## config.mk

```make
export PLATFORM = sky130hd
export DESIGN_NAME = multibyte_add_sequencer
export DESIGN_NICKNAME = d
export VERILOG_FILES = /design/src/rtl/multibyte_add_sequencer.sv
export SDC_FILE = /design/constraint.sdc
export NUM_CORES = 1
export LEC_CHECK = 0
export BUFFER_PORTS_ARGS = -buffer_cell sky130_fd_sc_hd__buf_2
export CORE_MARGIN = 2
export CORE_UTILIZATION = 35
export CTS_CLUSTER_DIAMETER = 100
export DETAILED_ROUTE_END_ITERATION = 16
export HOLD_SLACK_MARGIN = 0.15
export PLACE_DENSITY_LB_ADDON = 0.08
export RECOVER_POWER = 100
export SLEW_MARGIN = 20
export SYNTH_ARGS = -nofsm -noshare
export SYNTH_HDL_FRONTEND = slang
export SYNTH_SLANG_ARGS = --single-unit
```

## constraint.sdc

```tcl
create_clock -name clk -period 4.9 [get_ports clk]
set_input_delay 1.225 -clock clk [delete_from_list [all_inputs] [get_ports clk]]
set_output_delay 1.225 -clock clk [all_outputs]
set_load 0.01 [all_outputs]
```

## src/rtl/multibyte_add_sequencer.sv

```systemverilog
// multibyte_add_sequencer
//
// Drives one registered 8-bit adder stage as a multi-byte ripple adder.
// A wide operand pair is accepted over a valid/ready handshake and split
// into bytes, least significant byte first. Each byte goes to the adder
// together with the carry returned for the previous byte. The returned sum
// bytes are collected, and the full-width result is offered over a second
// valid/ready handshake.
//
// Parameters
//   NBYTES   number of byte slices (operand width 8*NBYTES), >= 1
//   ADD_LAT  adder latency from inputs presented to sum/cout valid, >= 1
//
// Ports
//   clk, rst_n            rising-edge clock, asynchronous active-low reset
//   in_valid / in_ready   operand handshake (in_ready high only in IDLE)
//   in_a, in_b, in_cin    operands and initial carry-in
//   add_a, add_b, add_cin byte operands and carry driven to the adder
//   add_sum, add_cout     sum byte and carry returned by the adder
//   out_valid / out_ready result handshake (out_valid high only in DONE)
//   out_sum, out_cout     full-width sum and carry out of the top byte
//   busy                  high in any state other than IDLE
//   out_ovf               signed overflow of the result, present only when
//                         MULTIBYTE_ADD_OVF_EN is defined
//
// Timing: the byte operands are loaded into add_* on the clock edge that
// enters ISSUE, so the adder sees them from the ISSUE cycle onwards. Each
// byte then spends ADD_LAT cycles in WAIT and the returned sum is captured on
// the edge that ends the last WAIT cycle. The result is therefore presented
// in the NBYTES*(ADD_LAT+1)+1-th cycle after the acceptance edge.

module multibyte_add_sequencer #(
  parameter int NBYTES  = 4,
  parameter int ADD_LAT = 1
) (
  input  logic                  clk,
  input  logic                  rst_n,
  input  logic                  in_valid,
  output logic                  in_ready,
  input  logic [8*NBYTES-1:0]   in_a,
  input  logic [8*NBYTES-1:0]   in_b,
  input  logic                  in_cin,
  output logic [7:0]            add_a,
  output logic [7:0]            add_b,
  output logic                  add_cin,
  input  logic [7:0]            add_sum,
  input  logic                  add_cout,
  output logic                  out_valid,
  input  logic                  out_ready,
  output logic [8*NBYTES-1:0]   out_sum,
`ifdef MULTIBYTE_ADD_OVF_EN
  output logic                  out_ovf,
`endif
  output logic                  out_cout,
  output logic                  busy
);

  localparam int W  = 8 * NBYTES;
  localparam int IW = (NBYTES > 1) ? $clog2(NBYTES) : 1;
  localparam int CW = $clog2(ADD_LAT + 1);

  localparam logic [IW-1:0] LAST_IDX = IW'(NBYTES - 1);
  localparam logic [IW-1:0] ONE_IDX  = IW'(1);
  localparam logic [CW-1:0] LAT_CNT  = CW'(ADD_LAT);
  localparam logic [CW-1:0] ONE_CNT  = CW'(1);

  typedef enum logic [1:0] {
    IDLE  = 2'd0,
    ISSUE = 2'd1,
    WAIT  = 2'd2,
    DONE  = 2'd3
  } state_t;

  state_t          state_r;
  state_t          state_s;
  logic [W-1:0]    op_a_r;
  logic [W-1:0]    op_b_r;
  logic [IW-1:0]   idx_r;
  logic [IW-1:0]   next_idx_s;
  logic [CW-1:0]   cnt_r;
  logic [7:0]      add_a_r;
  logic [7:0]      add_b_r;
  // add_cin_r doubles as the ripple carry register between byte slices.
  logic            add_cin_r;
  logic [W-1:0]    out_sum_r;
  logic            out_cout_r;
  logic            capture_s;
  logic            last_s;
`ifdef MULTIBYTE_ADD_OVF_EN
  logic            out_ovf_r;
`endif

  // Select byte i of a wide operand; out-of-range indices yield zero.
  function automatic logic [7:0] byte_sel(input logic [W-1:0] v, input logic [IW-1:0] i);
    logic [7:0] r;
    r = 8'h00;
    for (int b = 0; b < NBYTES; b++) begin
      if (i == IW'(b)) begin
        r = v[8*b +: 8];
      end
    end
    return r;
  endfunction

`ifdef MULTIBYTE_ADD_OVF_EN
  // Two's-complement overflow: same-sign operands giving an opposite-sign sum.
  function automatic logic signed_ovf(input logic a_msb, input logic b_msb, input logic s_msb);
    return (a_msb == b_msb) && (s_msb != a_msb);
  endfunction
`endif

  assign capture_s  = (state_r == WAIT) && (cnt_r == LAT_CNT);
  assign last_s     = (idx_r == LAST_IDX);
  assign next_idx_s = idx_r + ONE_IDX;

  // Handshake and status flags decoded straight from the state register.
  assign in_ready  = (state_r == IDLE);
  assign out_valid = (state_r == DONE);
  assign busy      = (state_r != IDLE);

  assign add_a    = add_a_r;
  assign add_b    = add_b_r;
  assign add_cin  = add_cin_r;
  assign out_sum  = out_sum_r;
  assign out_cout = out_cout_r;
`ifdef MULTIBYTE_ADD_OVF_EN
  assign out_ovf  = out_ovf_r;
`endif

  // State register.
  always_ff @(posedge clk or negedge rst_n) begin
    if (!rst_n) begin
      state_r <= IDLE;
    end else begin
      state_r <= state_s;
    end
  end

  // Next-state decode.
  always_comb begin
    state_s = state_r;
    case (state_r)
      IDLE: begin
        if (in_valid) begin
          state_s = ISSUE;
        end else begin
          state_s = IDLE;
        end
      end
      ISSUE: begin
        state_s = WAIT;
      end
      WAIT: begin
        if (capture_s) begin
          if (last_s) begin
            state_s = DONE;
          end else begin
            state_s = ISSUE;
          end
        end else begin
          state_s = WAIT;
        end
      end
      DONE: begin
        if (out_ready) begin
          state_s = IDLE;
        end else begin
          state_s = DONE;
        end
      end
      default: begin
        state_s = IDLE;
      end
    endcase
  end

  // Operand capture, byte issue, latency count and result collection.
  always_ff @(posedge clk or negedge rst_n) begin
    if (!rst_n) begin
      op_a_r     <= {W{1'b0}};
      op_b_r     <= {W{1'b0}};
      idx_r      <= {IW{1'b0}};
      cnt_r      <= {CW{1'b0}};
      add_a_r    <= 8'h00;
      add_b_r    <= 8'h00;
      add_cin_r  <= 1'b0;
      out_sum_r  <= {W{1'b0}};
      out_cout_r <= 1'b0;
`ifdef MULTIBYTE_ADD_OVF_EN
      out_ovf_r  <= 1'b0;
`endif
    end else begin
      case (state_r)
        IDLE: begin
          if (in_valid) begin
            op_a_r    <= in_a;
            op_b_r    <= in_b;
            idx_r     <= {IW{1'b0}};
            // Byte 0 is presented to the adder straight from the inputs.
            add_a_r   <= in_a[7:0];
            add_b_r   <= in_b[7:0];
            add_cin_r <= in_cin;
          end
        end
        ISSUE: begin
          cnt_r <= ONE_CNT;
        end
        WAIT: begin
          if (capture_s) begin
            for (int b = 0; b < NBYTES; b++) begin
              if (idx_r == IW'(b)) begin
                out_sum_r[8*b +: 8] <= add_sum;
              end
            end
            if (last_s) begin
              out_cout_r <= add_cout;
              add_a_r    <= 8'h00;
              add_b_r    <= 8'h00;
              add_cin_r  <= 1'b0;
`ifdef MULTIBYTE_ADD_OVF_EN
              // The top sum byte is being captured now, so its msb is add_sum[7].
              out_ovf_r  <= signed_ovf(op_a_r[W-1], op_b_r[W-1], add_sum[7]);
`endif
            end else begin
              idx_r     <= next_idx_s;
              add_a_r   <= byte_sel(op_a_r, next_idx_s);
              add_b_r   <= byte_sel(op_b_r, next_idx_s);
              add_cin_r <= add_cout;
            end
          end else begin
            cnt_r <= cnt_r + ONE_CNT;
          end
        end
        DONE: begin
          add_a_r   <= 8'h00;
          add_b_r   <= 8'h00;
          add_cin_r <= 1'b0;
        end
        default: begin
          add_a_r   <= 8'h00;
          add_b_r   <= 8'h00;
          add_cin_r <= 1'b0;
        end
      endcase
    end
  end

endmodule

```

* After elaboration in Yosys (flattened, before gate mapping) *
Index checks and enable logic that the tools add are counted.

storage, ports and cells
  output and inout bits = 53
  bits in writable memories = 0
  bits in read-only memories = 0
  input port bits = 78
  memories = 0
  latch bits = 0
  word-level logic and storage cells = 75
  bits in registers = 119

cells by class
  $mul = 0
  eq/ne operators = 13
  $add $sub $neg = 2
  divide/modulo/power cells = 0
  $lt $le $gt $ge = 0
  mux-type cells = 31
  shifts and indexed selects = 0
  bitwise operators = 0
  reductions and logical operators = 16

operator list
  operator                                                               number
  8-bit 2-to-1 mux                                                       14
  8-bit case mux with 3 select lines                                     2
  3-bit AND reduction                                                    5
  2-bit equality test, second input constant                             6
  2-bit 2-to-1 mux                                                       6
  2-bit inequality test, second input constant                           4
  2-bit case mux with 4 select lines                                     1
  2-bit by 1-bit equality test with 1-bit output, second input constant  3
  2-bit zero test                                                        3
  2-bit nonzero test                                                     3
  1-bit 2-to-1 mux                                                       5
  2-bit case mux with 2 select lines                                     1
  2-bit AND reduction                                                    2
  4-bit AND reduction                                                    1
  1-bit case mux with 3 select lines                                     1
  3-bit nonzero test                                                     1
  2-bit by 1-bit adder with 2-bit output, second input constant          1
  1-bit case mux with 2 select lines                                     1
  1-bit adder, second input constant                                     1
  1-bit logical AND                                                      1

* Logic depth before layout (Yosys ltp) *
Gate-level depths: netlist of run 1.

  word-level depth = 9
  mapped depth = 8
  depth with buffers taken out = 5

* Least setup slack after synthesis of run 1 *
OpenSTA, ideal clock, no wires.

  path kind = reg2out
  start point = reg state_r[1]
  end point = out out_valid
  path buffers = 2
  stages on the path, launching flop included = 5
  data required time = 3.675 ns
  slack = 2.740 ns
  arrival = 0.935 ns
  cell sequence = dfrtp_1 -> buf_6 -> clkbuf_1 -> nand2_1 -> inv_1

on the way
  longest elaborated chain between the ends = 1

RTL lines
  what                    RTL line  RTL
  from (decl)             74        state_t state_r;
  from (signal assigned)  135       state_r <= state_s;
  2-bit equality test     118       assign out_valid = (state_r == DONE);
  to (decl)               48        output logic out_valid,

No other way between the ends.

==> impl_metrics.ini, run 1 <==
[floorplan]
die_area_mm2 = 0.0179
core_region_area_mm2 = 0.0165
standard_cell_rows = 47
fp.dieW_um = 134
floorplan.initialDensity = 0.357
die_height_um = 134
top_level_ports = 131

[clocking]
post_cts.resized_instances = 0
clkSinkCount = 119
tritoncts.num_buffers = 17
cts-htree-levels = 4
cts_buffer_depth = 2
worstSkewPairLatency_ps = 410
clk_pin_slew_worst_paths_ps = 50
tritoncts_clock_tree = done
cts_hold_buf = 0
post-cts-setup-buffers = 0
clk_root_buffer_cell = sky130_fd_sc_hd__clkbuf_16

[sta]
slew_headroom = -0.184
setup_total_negative_slack_ps = 0
period_share = 0.708
worst-slew-pin-transition_ps = 1780
rsz0062_at_grt = no
achievable-frequency_mhz = 288
final-max-slew-violation-count = 114
min_period_ps = 3470
timing.final.setup_violations = 0
setup_skew_after_layout_ps = 7.96
hold_viol = 0

[route]
drt_first_pass_iters = 4
final_antenna_net_count = 0
detail_route.wirelength_um = 14900
post_drt_wl_per_cell_um = 18.7
detail_route.iter0.violations = 236
vias = 3910
remaining_drc_errors = 0
vias_per_cell = 4.92

[grt]
grt_use_total = 0.177
antenna_found_initial = 3
global_route_wire_length_before_repair_um = 24300
vias_in_the_first_global_route = 4206
grt_overflow_total = 0
grt_start_max_net_pins = 68

[logic_synthesis]
ys_warn_count = 0
syn-cell-area_mm2 = 0.00590
syn-mean-instance-area_um2 = 13.5
synthXorXnorAreaFrac = 0
synth-seq-cells = 119
yosys-mux-area-fraction = 0.225
synthDominantAreaCellType = sky130_fd_sc_hd__dfrtp_1
synth.area.top_cells = sky130_fd_sc_hd__dfrtp_1, sky130_fd_sc_hd__mux2_4, sky130_fd_sc_hd__mux2_2, sky130_fd_sc_hd__nand3b_1, sky130_fd_sc_hd__a21oi_1
post_synthesis_share_of_cell_area_spent_on_and_or_nand_and_nor_gates = 0.0866
adder_cell_fraction_of_synth_area = 0.0127
ys.flop_type = sky130_fd_sc_hd__dfrtp_1
synth.distinct_cells = 35
synth.yosys.seq_area_share = 0.505
combinational_family_with_the_most_area_after_synthesis = multiplexers
post_synth_net_total = 520
synth_cells = 436
synth.cells.most_frequent = sky130_fd_sc_hd__dfrtp_1, sky130_fd_sc_hd__mux2_4, sky130_fd_sc_hd__a21oi_1
postSynth.asyncResetShare = 1.00
synth_top_area_share = 0.505
most_common_cell_in_the_netlist = sky130_fd_sc_hd__dfrtp_1
synth-edff-count = 0
synth_compound_gate_area_share = 0.112

[setup_path]
reg_to_reg_critical_path_endpoint = add_b[5]$_DFFE_PN0P_
worst_reg_to_reg_setup_slack_ps = 2040
timing.critical_path.slowest_stage_cell = sky130_fd_sc_hd__clkbuf_2
bufs_and_invs_on_worst_path = 2
cpPeakStageDelay_ps = 1240
crit-reg2reg-launch = state_r[0]$_DFF_PN0_
critical_path_arrival_ps = 3710
worst-setup-path-type = input pin to async pin
crit_family = buffers and inverters
crit_fanout = 67
timing.critical_path.to_type = async pin
worst-r2r-cell-count = 3
path_depth = 2
cp_data_required_time_ps = 5140
worst_setup_path_start_kind = input pin
crit_path_cell_trace = clkbuf_2, clkbuf_1

[hold_path]
holdPathStages = 1
min_to = op_a_r[12]$_DFFE_PN0P_
worst_hold_check_path_type = register to register
holdCritStartpoint = op_a_r[12]$_DFFE_PN0P_

[status]
run_status = finished with violations
failed_checks = capacitance limit, slew limit

[power]
static-leakage-power_nw = 3.26
max_vdd_drop_uv = 285
power.share.clock = 0.273
power.density_mw_per_mm2 = 690
cell_internal_power_w = 0.00314
power.switching_w = 0.00164
swShare = 0.343
power_w = 0.00478
power.share.sequential = 0.375
power.combinational.fraction = 0.351

[finish]
layout.nets = 645
fin_util = 0.420
diodes = 0
syn_to_final_growth_pct = 17.6
layout-drive-gt1-share = 0.263

[placed_design]
hpwl_um = 10200
port_buffers = 130
place_congestion = 0.745

[run]
maxCapViolCount = 3
-- registers in the layout, indices dropped and copies added, names as in the netlist --
signal and cells:
add_a 8, add_b 8, add_cin 1, cnt_r 1, idx_r 2, op_a_r 32, op_b_r 32, out_cout 1
out_sum 32, state_r 2
-- how the worst max path moves through the flow --
| stage | from | to | slack (ps) |
|---|---|---|---|
| floorplan | state_r[1]$_DFF_PN0_ | out_valid | 2740 |
| global placement | in_valid | op_b_r[24]$_DFFE_PN0P_ | 1790 |
| detailed placement | in_valid | op_b_r[19]$_DFFE_PN0P_ | 1760 |
| CTS | state_r[0]$_DFF_PN0_ | out_valid | 1770 |
| global route | rst_n | op_a_r[13]$_DFFE_PN0P_ | 820 |
| finish | rst_n | add_a[0]$_DFFE_PN0P_ | 1430 |
-- cell families after synthesis --
kind of cell               after synthesis
AOI/OAI and AO/OA                       93
adders and majority gates                6
buffers and inverters                   54
DFF                                    119
muxes                                   98
and+or+nand+nor                         66
-- power groups by stage --
stage	sequential, W	combinational, W	clock [W]
6_report	0.00179	0.00168	0.00131
5_1_grt	0.00186	0.00186	0.00139
4_1_cts	0.00181	0.00203	0.00134
3_5_place_dp	0.00181	0.00202	0
3_3_place_gp	0.00180	0.00198	0
2_1_floorplan	0.00179	0.00149	0
-- cells in the final DEF, fill, tap and decap left out, drive strengths merged --
cell / synthesis / final
nand3b: 35 / 35
nand2: 5 / 5
mux2i: 1 / 1
bufinv: 0 / 4
clkinvlp: 0 / 5
a21boi: 1 / 1
dfrtp: 119 / 119
ha: 6 / 6
and2: 1 / 1
clkbuf: 12 / 76
buf: 20 / 82
a311oi: 1 / 1
o22ai: 1 / 1
nor2: 2 / 2
a221o: 16 / 16
clkinv: 0 / 3
mux2: 97 / 97
a21o: 18 / 18
nand4: 1 / 1
a21oi: 37 / 37
nor3b: 1 / 1
and3b: 17 / 17
a211o: 16 / 16
o21ai: 3 / 3
nand2b: 3 / 3
inv: 22 / 22
nand4bb: 1 / 1
-- final cells by class --
cell class / instances / area (um2)
Multi-Input combinational cell: 263 / 2340
Timing Repair Buffer: 138 / 634
Clock inverter: 12 / 176
Sequential cell: 119 / 2980
Inverter: 22 / 82.6
Clock buffer: 20 / 447
Fill cell: 1680 / 9590
Tap cell: 220 / 275
-- per-stage QoR --
stage	worst slack [ps]	hold slack, ps	cells	area [um2]
after floorplan	2740	474	436	5900
after global placement	1790	470	762	6620
after detailed placement	1760	479	762	6620
after CTS	1770	495	794	7250
after global routing	825	504	794	6940
final	1430	487	794	6940
-- per-layer routing --
metal | vias to the layer above | global-route usage | wire length (um)
met4 | 2 | 0.0561 | 110
met5 | - | 0 | 12
met1 | 1932 | 0.244 | 7240
met3 | 13 | 0.0684 | 996
li1 | 1848 | - | -
met2 | 115 | 0.258 | 6520
(Power assumes the default switching activity.)
==> run 2, diff against run 1 <==
Clock period 4.9 ns to 3.2 ns, I/O delays scaled along.
==> run 2 against run 1 <==
The flow still finishes with violations (capacitance limit, slew limit). Total power up 55%. Largest cell class unchanged. Highest routed layer unchanged. Utilization up 0.49 points. Critical path type is now register to register. Die area unchanged.
==> impl_metrics.ini, run 2 (synthesis gave the netlist of run 1 again) <==
[sta]
setup_skew_after_layout_ps = 6.48
min_period_ps = 2670
hold_viol = 0
final-max-slew-violation-count = 18
worst-slew-pin-transition_ps = 1790
rsz0062_at_grt = no
achievable-frequency_mhz = 374
setup_total_negative_slack_ps = 0
period_share = 0.836
timing.final.setup_violations = 0
slew_headroom = -0.191

[floorplan]
floorplan.initialDensity = 0.357
top_level_ports = 131
fp.dieW_um = 134
die_height_um = 134
core_region_area_mm2 = 0.0165
standard_cell_rows = 47
die_area_mm2 = 0.0179

[setup_path]
worst_setup_path_start_kind = register
worst-setup-path-type = register to register
cp_data_required_time_ps = 3550
crit_family = compound AO/OA/AOI/OAI gates
bufs_and_invs_on_worst_path = 1
critical_path_arrival_ps = 3020
timing.critical_path.slowest_stage_cell = sky130_fd_sc_hd__a21oi_1
cpPeakStageDelay_ps = 1360
crit_path_cell_trace = buf_4, a21oi_1, a221o_1
timing.critical_path.to_type = register
crit_fanout = 28

[clocking]
cts_hold_buf = 0
clk_pin_slew_worst_paths_ps = 50
clkSinkCount = 119
tritoncts.num_buffers = 17
cts_buffer_depth = 2
tritoncts_clock_tree = done
worstSkewPairLatency_ps = 420
cts-htree-levels = 4
post-cts-setup-buffers = 0
post_cts.resized_instances = 0
clk_root_buffer_cell = sky130_fd_sc_hd__clkbuf_16

[route]
final_antenna_net_count = 0
vias = 3953
post_drt_wl_per_cell_um = 18.7
drt_first_pass_iters = 4
detail_route.iter0.violations = 235
remaining_drc_errors = 0
detail_route.wirelength_um = 15000
vias_per_cell = 4.93

[finish]
final.fill_count = 1643
layout-drive-gt1-share = 0.276
syn_to_final_growth_pct = 19.0
mostFrequentLayoutCell = sky130_fd_sc_hd__dfrtp_1
layout.cells.most_common_list = sky130_fd_sc_hd__dfrtp_1, sky130_fd_sc_hd__buf_2, sky130_fd_sc_hd__mux2_1
layout.nets = 650
stdcell_area_mm2 = 0.00702

[placed_design]
hpwl_um = 10400
port_buffers = 130
detailed_place.area_mm2 = 0.00671
place_congestion = 0.741

[grt]
antenna_found_initial = 4
grt_start_max_net_pins = 48
grt_overflow_total = 0
vias_in_the_first_global_route = 4296
grt_use_total = 0.179
global_route_wire_length_before_repair_um = 24400

[power]
power.share.clock = 0.276
swShare = 0.336
power.switching_w = 0.00250
power.share.sequential = 0.368
power.density_mw_per_mm2 = 1060
static-leakage-power_nw = 3.33
power.combinational.fraction = 0.356
max_vdd_drop_uv = 524
cell_internal_power_w = 0.00493

[hold_path]
worst_hold_check_path_type = register to register

[status]
run_status = finished with violations
failed_checks = capacitance limit, slew limit

[run]
maxCapViolCount = 1
-- run 2: changes by cell type in the layout (fill, tap and decap cells not counted), moves of 2 or more --
cell                         change
sky130_fd_sc_hd__mux2_1          -5
sky130_fd_sc_hd__mux2_4          +5
sky130_fd_sc_hd__clkbuf_8        +3
sky130_fd_sc_hd__buf_4           +2
sky130_fd_sc_hd__clkinvlp_4      -5
sky130_fd_sc_hd__diode_2         +3
sky130_fd_sc_hd__clkbuf_2        +3
sky130_fd_sc_hd__clkinv_2        +3
-- run 2: cell type report --
class	instances	area, um2	share of cell area
Clock inverter	9	145	0.0207
Multi-Input combinational cell	263	2360	0.336
Sequential cell	119	2980	0.424
Inverter	22	82.6	0.0118
Clock buffer	23	488	0.0695
Tap cell	220	275	0.0392
Antenna cell	3	7.51	0.00107
Timing Repair Buffer	143	679	0.0968
-- run 2: worst paths after layout --
kind	slack, ps	from	cells after the start	to
min	480	op_b_r[11]$_DFFE_PN0P_	1	op_b_r[11]$_DFFE_PN0P_
min in group asynchronous	570	rst_n	1	op_b_r[17]$_DFFE_PN0P_
max	530	state_r[1]$_DFF_PN0_	3	add_b[5]$_DFFE_PN0P_
max reg2reg	530	state_r[1]$_DFF_PN0_	3	add_b[5]$_DFFE_PN0P_
min reg2reg	480	op_b_r[11]$_DFFE_PN0P_	1	op_b_r[11]$_DFFE_PN0P_
max in group asynchronous	820	rst_n	2	op_b_r[31]$_DFFE_PN0P_
-- run 2: power by group through the flow --
stage	logic [W]	registers (W)	clock network [W]
after floorplan	0.00229	0.00274	0
after CTS	0.00318	0.00276	0.00210
after global placement	0.00310	0.00275	0
final	0.00265	0.00274	0.00205
after global routing	0.00294	0.00285	0.00216
after detailed placement	0.00316	0.00277	0
-- run 2: layer usage --
metal | track usage | vias up | part of all wire
met5 | 0 | - | 0.0010
met4 | 0.0556 | 2 | 0.013
met3 | 0.0741 | 20 | 0.081
met2 | 0.262 | 137 | 0.43
met1 | 0.241 | 1933 | 0.47
li1 | - | 1861 | -
-- run 2: worst register-to-register path, stage by stage, from the launching register on --
cell,delay (ps)
sky130_fd_sc_hd__dfrtp_1,560
sky130_fd_sc_hd__buf_4,320
sky130_fd_sc_hd__a21oi_1,1360
sky130_fd_sc_hd__a221o_1,360
-- run 2: stage by stage --
step	instances	setup slack (ps)	utilization	power (W)	hold slack, ps
floorplan	436	1440	-	0.00503	474
global placement	767	799	0.406	0.00585	471
detailed placement	767	740	0.406	0.00593	479
CTS	799	517	0.444	0.00803	259
global route	799	315	0.424	0.00795	499
finish	802	525	0.425	0.00743	484
==> run 3, diff against run 2 <==
Clock period 3.2 ns to 2.1 ns, I/O delays scaled along.
==> run 3 against run 2 <==
The run now ends clean. Global-route usage hardly changed. Die area did not move. Clock skew about the same. Sequential power increased by 52%. Sequential cell count is the same. First-iteration DRC count grew 11%. Final area grew 1.1%. Sequential share of layout area is 0.46 points lower. Critical path type unchanged.
==> impl_metrics.ini, run 3 (synthesis gave the netlist of run 1 again) <==
[status]
run_status = completed

[sta]
min_period_ps = 1940
hold_viol = 0
rsz0062_at_grt = no
setup_skew_after_layout_ps = 6.11
timing.final.setup_violations = 0
slew_headroom = 0.441
period_share = 0.925
achievable-frequency_mhz = 515
worst-slew-pin-transition_ps = 838
final-max-slew-violation-count = 0
setup_total_negative_slack_ps = 0
fin_ws_ps = 157

[route]
remaining_drc_errors = 0
detail_route.wirelength_um = 15400
drt_first_pass_iters = 5
vias = 4081
vias_per_cell = 5.03
post_drt_wl_per_cell_um = 19.0
detail_route.iter0.violations = 261
final_antenna_net_count = 0

[finish]
multi_input_combinational_cell_area_mm2 = 0.00238
layout.cells.most_common_list = sky130_fd_sc_hd__dfrtp_1, sky130_fd_sc_hd__buf_2, sky130_fd_sc_hd__mux2_1, sky130_fd_sc_hd__clkbuf_1, sky130_fd_sc_hd__a21oi_1
ff_latch_area_mm2 = 0.00298
layout-drive-gt1-share = 0.293
stdcell_area_mm2 = 0.00709
final.fill_count = 1642
fin_util = 0.429
syn_to_final_growth_pct = 20.3
mostFrequentLayoutCell = sky130_fd_sc_hd__dfrtp_1
diodes = 0
layout.nets = 662

[clocking]
clk_root_buffer_cell = sky130_fd_sc_hd__clkbuf_16
post-cts-setup-buffers = 0
clk_pin_slew_worst_paths_ps = 60
clkSinkCount = 119
cts-htree-levels = 4
tritoncts.num_buffers = 17
cts_buffer_depth = 2
worstSkewPairLatency_ps = 410
tritoncts_clock_tree = done

[setup_path]
timing.critical_path.slowest_stage_cell = sky130_fd_sc_hd__nor3b_4
crit-reg2reg-launch = idx_r[0]$_DFFE_PN0P_
crit_path_cell_trace = inv_1, ha_1, nor3b_4, clkbuf_1, a211o_1, a221o_1
worst_setup_path_start_kind = register
worst-r2r-cell-count = 6
reg_to_reg_critical_path_endpoint = add_b[5]$_DFFE_PN0P_
critical_path_arrival_ps = 2290
cp_data_required_time_ps = 2450
worst-setup-path-type = register to register
crit_fanout = 14
timing.critical_path.to_type = register
cpPeakStageDelay_ps = 670
bufs_and_invs_on_worst_path = 2
worst_reg_to_reg_setup_slack_ps = 160
crit_family = simple AND/OR/NAND/NOR gates

[floorplan]
floorplan.initialDensity = 0.357
die_height_um = 134
top_level_ports = 131
standard_cell_rows = 47
die_area_mm2 = 0.0179
core_region_area_mm2 = 0.0165
fp.dieW_um = 134

[grt]
antenna_found_initial = 0
met2_usage = 0.257
grt_overflow_total = 0
global_route_wire_length_before_repair_um = 24500
groute.layer.met1.usage = 0.251
globalRoute.busiestLayer = met2
grt_start_max_net_pins = 49
gr-usage-met3 = 0.0748
vias_in_the_first_global_route = 4266
grt_use_total = 0.179

[placed_design]
place_congestion = 0.766
hpwl_um = 10600
dp_worst_setup_slack_ps = 98.5
port_buffers = 130
detailed_place.area_mm2 = 0.00681

[hold_path]
worst_hold_check_path_type = input pin to register
holdCritStartpoint = out_ready
min_to = state_r[1]$_DFF_PN0_
holdPathStages = 2

[power]
max_vdd_drop_uv = 706
power_w = 0.0113
power.density_mw_per_mm2 = 1590
static-leakage-power_nw = 3.36

[run]
maxCapViolCount = 0
## run 3: changes by cell type in the layout (fill, tap and decap cells not counted), sizes merged
cell / change
clkbuf: -3
clkinv: +2
dlygate4sd3: +1
buf: +10
diode: -3
clkinvlp: +3
bufinv: -1
## run 3: area by class of cell
class	count	share of cell area
sequential	119	0.420
tap	220	0.0388
timing repair buffer	155	0.110
clock buffer	19	0.0624
inverter	22	0.0116
clock inverter	13	0.0219
multi-input combinational	263	0.336
## run 3: where the power goes
part | leakage (nW) | total [W] | switching (W) | internal, W
Clock | 0.288 | 0.00296 | 0.00107 | 0.00189
Combinational | 1.66 | 0.00418 | 0.00214 | 0.00205
Sequential | 1.42 | 0.00416 | 0.000723 | 0.00344
Total | 3.36 | 0.0113 | 0.00393 | 0.00738
## run 3: worst max path at each step
stage,startpoint,endpoint,depth (start not counted)
final,idx_r[0]$_DFFE_PN0P_,add_b[5]$_DFFE_PN0P_,6
after floorplan,idx_r[0]$_DFFE_PN0P_,add_a[5]$_DFFE_PN0P_,6
after global routing,idx_r[0]$_DFFE_PN0P_,add_b[3]$_DFFE_PN0P_,6
after global placement,idx_r[0]$_DFFE_PN0P_,add_b[5]$_DFFE_PN0P_,6
after CTS,idx_r[1]$_DFFE_PN0P_,add_b[6]$_DFFE_PN0P_,6
after detailed placement,idx_r[1]$_DFFE_PN0P_,add_b[6]$_DFFE_PN0P_,6
## run 3: timing repair
action / in CTS / in global routing
resized for setup: 0 / 1
endpoints found under the hold margin: 29 / 0
setup endpoints to repair: 0 / 1
hold buffers: 1 / 0
## run 3: per-stage QoR
step           hold slack, ps  std cells
6_report                  307        811
5_1_grt                   286        811
4_1_cts                   282        811
3_5_place_dp              480        778
3_3_place_gp              471        778
2_1_floorplan             229        436
## run 3: per-layer routing
| metal | wire, um | up-vias |
|---|---|---|
| li1 | - | 1871 |
| met1 | 7270 | 2058 |
| met2 | 6760 | 142 |
| met3 | 1270 | 10 |
| met4 | 131 | 0 |
| met5 | 0 | - |
## run 3: worst register-to-register path, delay by kind of cell (launching register included)
family / cells / cell delay (ps)
AND/OR/NAND/NOR: 1 / 670
buffers and inverters: 2 / 310
AO/OA/AOI/OAI: 2 / 270
adder cells (fa/ha/maj): 1 / 240
flip-flops: 1 / 400
